==> config.mk <==
export PLATFORM = sky130hd
export DESIGN_NAME = decode_scoreboard
export DESIGN_NICKNAME = d
export VERILOG_FILES = /design/src/rtl/decode_scoreboard.sv
export SDC_FILE = /design/constraint.sdc
export NUM_CORES = 1
export LEC_CHECK = 0
export BUFFER_PORTS_ARGS = -buffer_cell sky130_fd_sc_hd__clkbuf_2
export CORE_MARGIN = 2
export CORE_UTILIZATION = 55
export CTS_BUF_LIST = sky130_fd_sc_hd__clkbuf_16
export CTS_CLUSTER_DIAMETER = 120
export DETAILED_ROUTE_END_ITERATION = 12
export PLACE_DENSITY = 0.82
export REMOVE_ABC_BUFFERS = 1
export SLEW_MARGIN = 40
export SYNTH_ARGS = -nofsm -noshare
export SYNTH_HDL_FRONTEND = slang
export SYNTH_SLANG_ARGS = --single-unit
export TNS_END_PERCENT = 10
==> constraint.sdc <==
create_clock -name clk -period 7.3 [get_ports clk]
set_input_delay 0.365 -clock clk [delete_from_list [all_inputs] [get_ports clk]]
set_output_delay 0.365 -clock clk [all_outputs]
set_load 0.02 [all_outputs]
==> src/rtl/decode_scoreboard.sv <==
// Decode-stage register hazard scoreboard: tracks pending scalar/vector writes,
// stalls on RAW/WAW, drains on request. Optional macro DECODE_SCOREBOARD_PERF_EN.
//
// Ports:
//   clk, rst                 clock, async active-high reset
//   issue_valid              decode presents an instruction
//   rs1/rs2 (+_used, _vec)   source indices, read enable, vector-file select
//   rd, rd_scalar_we/vec_we  destination index and target files
//   wb_scalar_we/vec_we,wb_rd write-back clears
//   drain_req                request to empty all in-flight writes
//   stall, issue_fire        decode hold / instruction accepted
//   drain_ack                one-cycle pulse once drained
//   pending_scalar/vec       per-register pending bits
//   busy                     any pending bit set
//   wb_err                   sticky write-back to a non-pending register
//   stall_cycles,            (perf macro only) saturating cycle counters
//   hazard_cycles
module decode_scoreboard #(
  parameter int NREGS      = 32,
  parameter int REG_W      = 5,
  parameter int R0_IS_ZERO = 0
) (
  input  logic             clk,
  input  logic             rst,
  input  logic             issue_valid,
  input  logic [REG_W-1:0] rs1,
  input  logic [REG_W-1:0] rs2,
  input  logic             rs1_used,
  input  logic             rs2_used,
  input  logic             rs1_vec,
  input  logic             rs2_vec,
  input  logic [REG_W-1:0] rd,
  input  logic             rd_scalar_we,
  input  logic             rd_vec_we,
  input  logic             wb_scalar_we,
  input  logic             wb_vec_we,
  input  logic [REG_W-1:0] wb_rd,
  input  logic             drain_req,
  output logic             stall,
  output logic             issue_fire,
  output logic             drain_ack,
  output logic [NREGS-1:0] pending_scalar,
  output logic [NREGS-1:0] pending_vec,
  output logic             busy,
  output logic             wb_err
`ifdef DECODE_SCOREBOARD_PERF_EN
  ,
  output logic [31:0]      stall_cycles,
  output logic [31:0]      hazard_cycles
`endif
);

  typedef enum logic [1:0] {
    RUN   = 2'd0,
    DRAIN = 2'd1,
    ACK   = 2'd2
  } state_t;

  state_t state, state_nxt;

  logic [NREGS-1:0] s_mask;
  logic [NREGS-1:0] s_eff;
  logic [NREGS-1:0] s_set, s_clr, s_nxt;
  logic [NREGS-1:0] v_set, v_clr, v_nxt;
  logic             raw1, raw2, waw, hazard;
  logic             err_now;
  logic             nxt_empty;

  // Scalar r0 is masked out entirely when it is hardwired to zero.
  always_comb begin
    s_mask = '1;
    if (R0_IS_ZERO != 0) s_mask[0] = 1'b0;
  end

  assign s_eff = pending_scalar & s_mask;

  always_comb begin
    raw1   = rs1_used &
             (rs1_vec ? pending_vec[rs1] : s_eff[rs1]);
    raw2   = rs2_used &
             (rs2_vec ? pending_vec[rs2] : s_eff[rs2]);
    waw    = (rd_scalar_we & s_eff[rd]) |
             (rd_vec_we & pending_vec[rd]);
    hazard = raw1 | raw2 | waw;
  end

  // No write-back bypass: hazard uses registered pending state only.
  assign stall      = issue_valid &
                      (hazard | (state != RUN) | drain_req);
  assign issue_fire = issue_valid & ~stall;

  always_comb begin
    s_clr = '0;
    v_clr = '0;
    s_set = '0;
    v_set = '0;
    if (wb_scalar_we) s_clr[wb_rd] = 1'b1;
    if (wb_vec_we)    v_clr[wb_rd] = 1'b1;
    if (issue_fire & rd_scalar_we) s_set[rd] = 1'b1;
    if (issue_fire & rd_vec_we)    v_set[rd] = 1'b1;
    s_set = s_set & s_mask;
    // Set applied after clear so a same-cycle reissue stays pending.
    s_nxt = (pending_scalar & ~s_clr) | s_set;
    v_nxt = (pending_vec & ~v_clr) | v_set;
  end

  assign nxt_empty = ~(|s_nxt) & ~(|v_nxt);

  assign err_now = (wb_scalar_we & ~pending_scalar[wb_rd]) |
                   (wb_vec_we & ~pending_vec[wb_rd]);

  always_ff @(posedge clk or posedge rst) begin
    if (rst) begin
      pending_scalar <= '0;
      pending_vec    <= '0;
      wb_err         <= 1'b0;
    end else begin
      pending_scalar <= s_nxt;
      pending_vec    <= v_nxt;
      if (err_now) wb_err <= 1'b1;
    end
  end

  assign busy = (|pending_scalar) | (|pending_vec);

  // FSM state register
  always_ff @(posedge clk or posedge rst) begin
    if (rst) state <= RUN;
    else     state <= state_nxt;
  end

  // FSM next state
  always_comb begin
    state_nxt = state;
    unique case (state)
      RUN:     if (drain_req) state_nxt = DRAIN;
      DRAIN:   if (nxt_empty) state_nxt = ACK;
      ACK:     state_nxt = RUN;
      default: state_nxt = RUN;
    endcase
  end

  // FSM outputs
  always_comb begin
    drain_ack = (state == ACK);
  end

`ifdef DECODE_SCOREBOARD_PERF_EN
  logic hz_cnt;
  assign hz_cnt = issue_valid & hazard & (state == RUN);

  always_ff @(posedge clk or posedge rst) begin
    if (rst) begin
      stall_cycles  <= '0;
      hazard_cycles <= '0;
    end else begin
      if (stall && stall_cycles != 32'hFFFF_FFFF)
        stall_cycles <= stall_cycles + 32'd1;
      if (hz_cnt && hazard_cycles != 32'hFFFF_FFFF)
        hazard_cycles <= hazard_cycles + 32'd1;
    end
  end
`endif

endmodule

Word level (Yosys, flattened, before mapping)
Cells that the tools add are included.

word-level totals
  bits in registers = 67
  bits of input ports = 32
  output and inout port bits = 69
  logic and storage cells = 81

operators by class
  order comparisons = 6
  eq/ne operators = 4
  mux-type cells = 29
  bitwise logic cells = 29
  reductions and logical operators = 9

operators by type and width
  kind                                                 number
  2-to-1 mux 32 bit                                    4
  OR reduction 32 bit                                  4
  bitwise AND 32 bit                                   2
  inverter 32 bit                                      2
  bitwise OR 32 bit                                    2
  binary-select mux 1 bit (select 5 bit)               8
  < comparator 5 x 6 -> 1 bit, second input constant   4
  2-to-1 mux 1 bit                                     12
  bitwise AND 1 bit                                    11
  demux 1 bit (select 5 bit)                           2
  >= comparator 5 x 1 -> 1 bit, second input constant  2
  bitwise OR 1 bit                                     7
  inverter 1 bit                                       5
  2-to-1 mux 2 bit                                     2
  inequality test 2 bit, second input constant         2
  one-hot mux 2 bit (2 select lines)                   1
  equality test 2 x 1 -> 1 bit, second input constant  1
  equality test 2 bit, second input constant           1
  logical AND 1 bit                                    2
  zero test 2 bit                                      1
  AND reduction 2 bit                                  1
  nonzero test 2 bit                                   1

Logic depth before layout (Yosys ltp)
  word-level depth = 19
  gate-level depth with buffers = 11
  mapped depth without buffers = 9

Worst setup path after synthesis
No wires, ideal clock.

  kind = input -> register
  from = input port rs2[2]
  to = register pending_scalar[20]
  arrival = 2.726 ns
  required time = 7.207 ns
  setup slack = 4.481 ns
  stages = 11
  path buffers = 3
  cells stage by stage = clkbuf_1 > buf_2 > mux4_2 > o22ai_1 > o21ai_0 > nand3_1 > nor4bb_1 > nand3_2 > or3_4 > buf_6 > o31ai_2

on the way
  word-level cells in the longest chain between the ends = 14
  elaborated cells on any way between the ends = 16

ends and longest elaborated chain
  item                                    line  source
  from (decl)                             27    input logic [REG_W-1:0] rs2,
  binary-select mux 1 bit (select 5 bit)  81    (rs2_vec ? pending_vec[rs2] : s_eff[rs2]);
  2-to-1 mux 1 bit (not written as such)  81
  2-to-1 mux 1 bit (*)                    81
  bitwise AND 1 bit (*)                   80    raw2 = rs2_used &
  bitwise OR 1 bit (*) (2 in a row)       84    hazard = raw1 | raw2 | waw;
  bitwise OR 1 bit (*) (2 in a row)       89    (hazard | (state != RUN) | drain_req);
  bitwise AND 1 bit (*)                   88    assign stall = issue_valid &
  inverter 1 bit (*)                      90    assign issue_fire = issue_valid & ~stall;
  bitwise AND 1 bit (*)                   90
  bitwise AND 1 bit (*)                   99    if (issue_fire & rd_scalar_we) s_set[rd] = 1'b1;
  2-to-1 mux 32 bit (*)                   99
  bitwise OR 32 bit (*)                   103   s_nxt = (pending_scalar & ~s_clr) | s_set;
  named net s_nxt[20]                     63    logic [NREGS-1:0] s_set, s_clr, s_nxt;
  to (signal assigned)                    118   pending_scalar <= s_nxt;
  to (decl)                               42    output logic [NREGS-1:0] pending_scalar,

The timed path passes the listed nets; every way through them passes the cells marked *. The select of a mux whose other input is x is not followed.
A chain may end at the register's enable or synchronous reset.

Worst setup path after layout
  from = input port rd[0]
  to = register pending_scalar[13]

on the way
  word-level cells in the longest chain between the ends = 13
  elaborated cells on any way between the ends = 21

ends and longest elaborated chain
  item                                                              line    source
  from (decl)                                                       32      input logic [REG_W-1:0] rd,
  binary-select mux 1 bit (select 5 bit), on equally long branches  82, 83
  2-to-1 mux 1 bit, on equally long branches                        82, 83
  bitwise AND 1 bit, on equally long branches                       82, 83
  bitwise OR 1 bit                                                  82      waw = (rd_scalar_we & s_eff[rd]) |
  bitwise OR 1 bit                                                  84
  bitwise OR 1 bit (2 in a row)                                     89
  bitwise AND 1 bit                                                 88
  inverter 1 bit                                                    90
  bitwise AND 1 bit                                                 90
  bitwise AND 1 bit                                                 99
  2-to-1 mux 32 bit (*)                                             99
  bitwise OR 32 bit (*)                                             103
  named net s_nxt[13]                                               63

Marked as above.

==> results.sh <==
export IMPL_status="complete, no violations"
export IMPL_finish_utilization=0.638
export IMPL_synthDistinctLibCells=54
export IMPL_io_buffers=100
export IMPL_grt_max_degree=68
export IMPL_clock_latency_ns=0.33
export IMPL_yosysWarnings=0
export IMPL_hold_viol=0
export IMPL_num_vias=5745
export IMPL_skew_ns=0.00469
export IMPL_syn_to_final_growth_pct=13.2
export IMPL_vias_per_cell=7.81
export IMPL_grt_overflow=0
export IMPL_max_slew_margin_rel=0.475
export IMPL_cts_tree="done"
export IMPL_hold_buffers=0
export IMPL_worstMarginPinSlew_ns=0.786
export IMPL_fillers=827
export IMPL_core_mm2=0.00968
export IMPL_drv_slew=0
export IMPL_yosysSeqAreaShare=0.307
export IMPL_drt_iter0_drc=890
export IMPL_arrival_ns=3.96
export IMPL_slowest_stage="clkbuf_2"
export IMPL_cts_sinks=67
export IMPL_rr_worst_depth=8
export IMPL_reg2reg_to="pending_scalar[13]$_DFF_PP0_"
export IMPL_yosysTopAreaCellShare=0.307
export IMPL_grt_pass1_wl_um=32200
export IMPL_fin_setup_tns_ns=0
export IMPL_drtPass1Iterations=7
export IMPL_maxCapViolations=0
export IMPL_power_density_mw_per_mm2=198
export IMPL_first_global_vias=5541
export IMPL_rrSetupSlack_ns=3.91
export IMPL_cts_setup_buffers=0
export IMPL_yosysTopAreaCell="dfrtp_1"
export IMPL_max_freq_mhz=267
export IMPL_htree_levels=3
export IMPL_crit_type="primary input to flip-flop"
export IMPL_multiInputGateArea_mm2=0.00354
export IMPL_post_drt_wl_per_cell_um=29.2
export IMPL_fin_crit_ns=3.75
export IMPL_cp_end_kind="flip-flop"
export IMPL_ctsResizeCount=0
export IMPL_crit_chain="clkbuf_2 -> buf_4 -> mux2i_1 -> o221ai_1 -> o21ai_0 -> o211ai_1 -> a221oi_2 -> and3_1 -> nand2_1 -> o41ai_1"
export IMPL_vdd_drop_max_v=0.000164
export IMPL_initial_core_util=0.564
export IMPL_dieHeight_um=104
export IMPL_die_area_mm2=0.0107
export IMPL_antenna_cells=0
export IMPL_worst_path_buf_inv=2
export IMPL_antenna_found_initial=0
export IMPL_layout_nets=631
export IMPL_cts_buffer_depth=2
export IMPL_synth_area_mm2=0.00546
export IMPL_place_gp_congestion=1.00
export IMPL_hold_class="primary input to asynchronous set/reset pin"
export IMPL_netlist_top_cells_area="dfrtp_1, mux4_2, o21ai_0, mux2i_1, o31ai_1"
export IMPL_rsz0062_at_grt="false"
export IMPL_drive_gt1_frac=0.300
export IMPL_drc=0
export IMPL_max_stage_delay_ns=0.54
export IMPL_cts_buffers=9
export IMPL_regArea_mm2=0.00168
export IMPL_dpl_hpwl_um=15300
export IMPL_cts_root_buf="clkbuf_16"
export IMPL_antenna_left=0
export IMPL_synth_cells=531
export IMPL_post_synth_cell_area_avg_um2=10.3
export IMPL_setup_violations=0
export IMPL_worstPathMaxFanout=26
export IMPL_finalWirelength_um=21500
export IMPL_chipWidth_um=104
export IMPL_path_clk_slew_ns=0.05
export IMPL_synth_seq_cells=67
export IMPL_timing_rr_start="pending_scalar[10]$_DFF_PP0_"
export IMPL_critPathLaunchType="primary input"
export IMPL_num_rows=36
export IMPL_required_ns=7.51
export IMPL_post_route_period_util=0.514
export IMPL_critPathTopFamily="compound AO/OA/AOI/OAI gates"
export IMPL_pin_count=101
export IMPL_grt_use_total=0.395
export IMPL_leakage_nw=2.69
[worst reg2reg max path, stage by stage, from the launching register on]
cell and delay, ns:
dfrtp_1 0.50, mux4_1 0.56, mux2_2 0.31, o22ai_1 0.18, nor4bb_1 0.10, a221oi_2 0.36
and3_1 0.27, nand2_1 0.47, o41ai_1 0.52
[cells in the mapped netlist (all sizes together)]
library cell	number
o21ai	93
dfrtp	67
mux4	48
mux2i	39
o31ai	36
clkbuf	23
buf	22
nand4	22
nor4	21
nand2	20
nand3	15
nor2	15
nand3b	13
mux2	8
o22ai	8
nor2b	7
o41ai	7
inv	6
or3b	6
a21oi	5
a31oi	5
or2	5
or3	5
a22oi	4
nand2b	4
and3	3
nor3b	3
a211oi	2
and2	2
nor4bb	2
o21a	2
o221ai	2
a2111oi	1
a21o	1
a221oi	1
a22o	1
a311oi	1
nor3	1
o2111ai	1
o211ai	1
o311ai	1
o32ai	1
or4	1
[cell type report]
type / count / share of cell area
Clock inverter: 6 / 0.00425
Inverter: 6 / 0.00365
Multi-Input combinational cell: 413 / 0.573
Timing Repair Buffer: 102 / 0.0841
Sequential cell: 67 / 0.271
Clock buffer: 9 / 0.0365
Tap cell: 133 / 0.0269
[sequential cells by signal, summed over array words and instances, names as in the netlist]
| signal | flops |
|---|---|
| state | 2 |
| wb_err | 1 |
| pending_vec | 32 |
| pending_scalar | 32 |
[per-stage QoR]
| step | power [mW] | hold WS [ns] | instance area [um2] | worst slack [ns] | std cells |
|---|---|---|---|---|---|
| 2_1_floorplan | 0.671 | 0.444 | 5240 | 4.63 | 486 |
| 3_3_place_gp | 0.828 | 0.478 | 5920 | 3.47 | 721 |
| 3_5_place_dp | 0.836 | 0.465 | 5930 | 3.36 | 721 |
| 4_1_cts | 1.21 | 0.194 | 6180 | 3.69 | 736 |
| 5_1_grt | 1.26 | 0.236 | 6180 | 3.41 | 736 |
| 6_report | 1.22 | 0.156 | 6180 | 3.55 | 736 |
[worst max-delay path by stage]
stage	start	endpoint	slack, ns	depth (start not counted)
6_report	rd[0]	pending_scalar[13]$_DFF_PP0_	3.55	10
5_1_grt	rd[0]	pending_scalar[13]$_DFF_PP0_	3.41	10
4_1_cts	rd[0]	stall	3.69	10
3_5_place_dp	rd[0]	pending_scalar[1]$_DFF_PP0_	3.36	10
3_3_place_gp	rd[0]	pending_scalar[21]$_DFF_PP0_	3.47	10
2_1_floorplan	pending_scalar[27]$_DFF_PP0_	pending_scalar[13]$_DFF_PP0_	4.63	7
[where the power goes]
group	internal, mW	switching, mW
Clock	0.222	0.156
Sequential	0.402	0.0747
Combinational	0.146	0.223
Total	0.770	0.454
[cells by family (layout without fill, tap and decap cells)]
family,count (synthesis),after routing,synth area share
compound gates,173,173,0.201
simple gates,145,145,0.156
mux,95,95,0.291
flops,67,67,0.307
buf+inv,51,123,0.0442
[routing by layer]
metal,GRT usage,share of wire
met1,0.544,0.37
met5,0,0
met4,0.201,0.046
met2,0.589,0.45
met3,0.0913,0.14
[layout by cell type (no fill, tap or decap), types with 2 or more instances in the layout]
cell type  count
clkbuf_2     100
o21ai_0       93
dfrtp_1       67
mux4_2        41
mux2i_1       39
o31ai_1       32
nand4_1       22
nor4_1        21
nand2_1       20
nor2_1        15
nand3_1       14
nand3b_1      13
clkbuf_16      9
mux2_2         8
o22ai_1        8
nor2b_1        7
mux4_1         7
inv_1          7
or3b_2         6
o41ai_1        6
a21oi_1        5
a31oi_1        5
nand2b_1       4
a22oi_1        4
or3_1          4
and3_1         3
nor3b_1        3
or2_2          3
o31ai_2        3
clkinv_2       3
o21a_1         2
o221ai_1       2
nor4bb_1       2
or2_1          2
and2_1         2
a211oi_1       2
No activity file was read; power rests on OpenSTA's default activity.
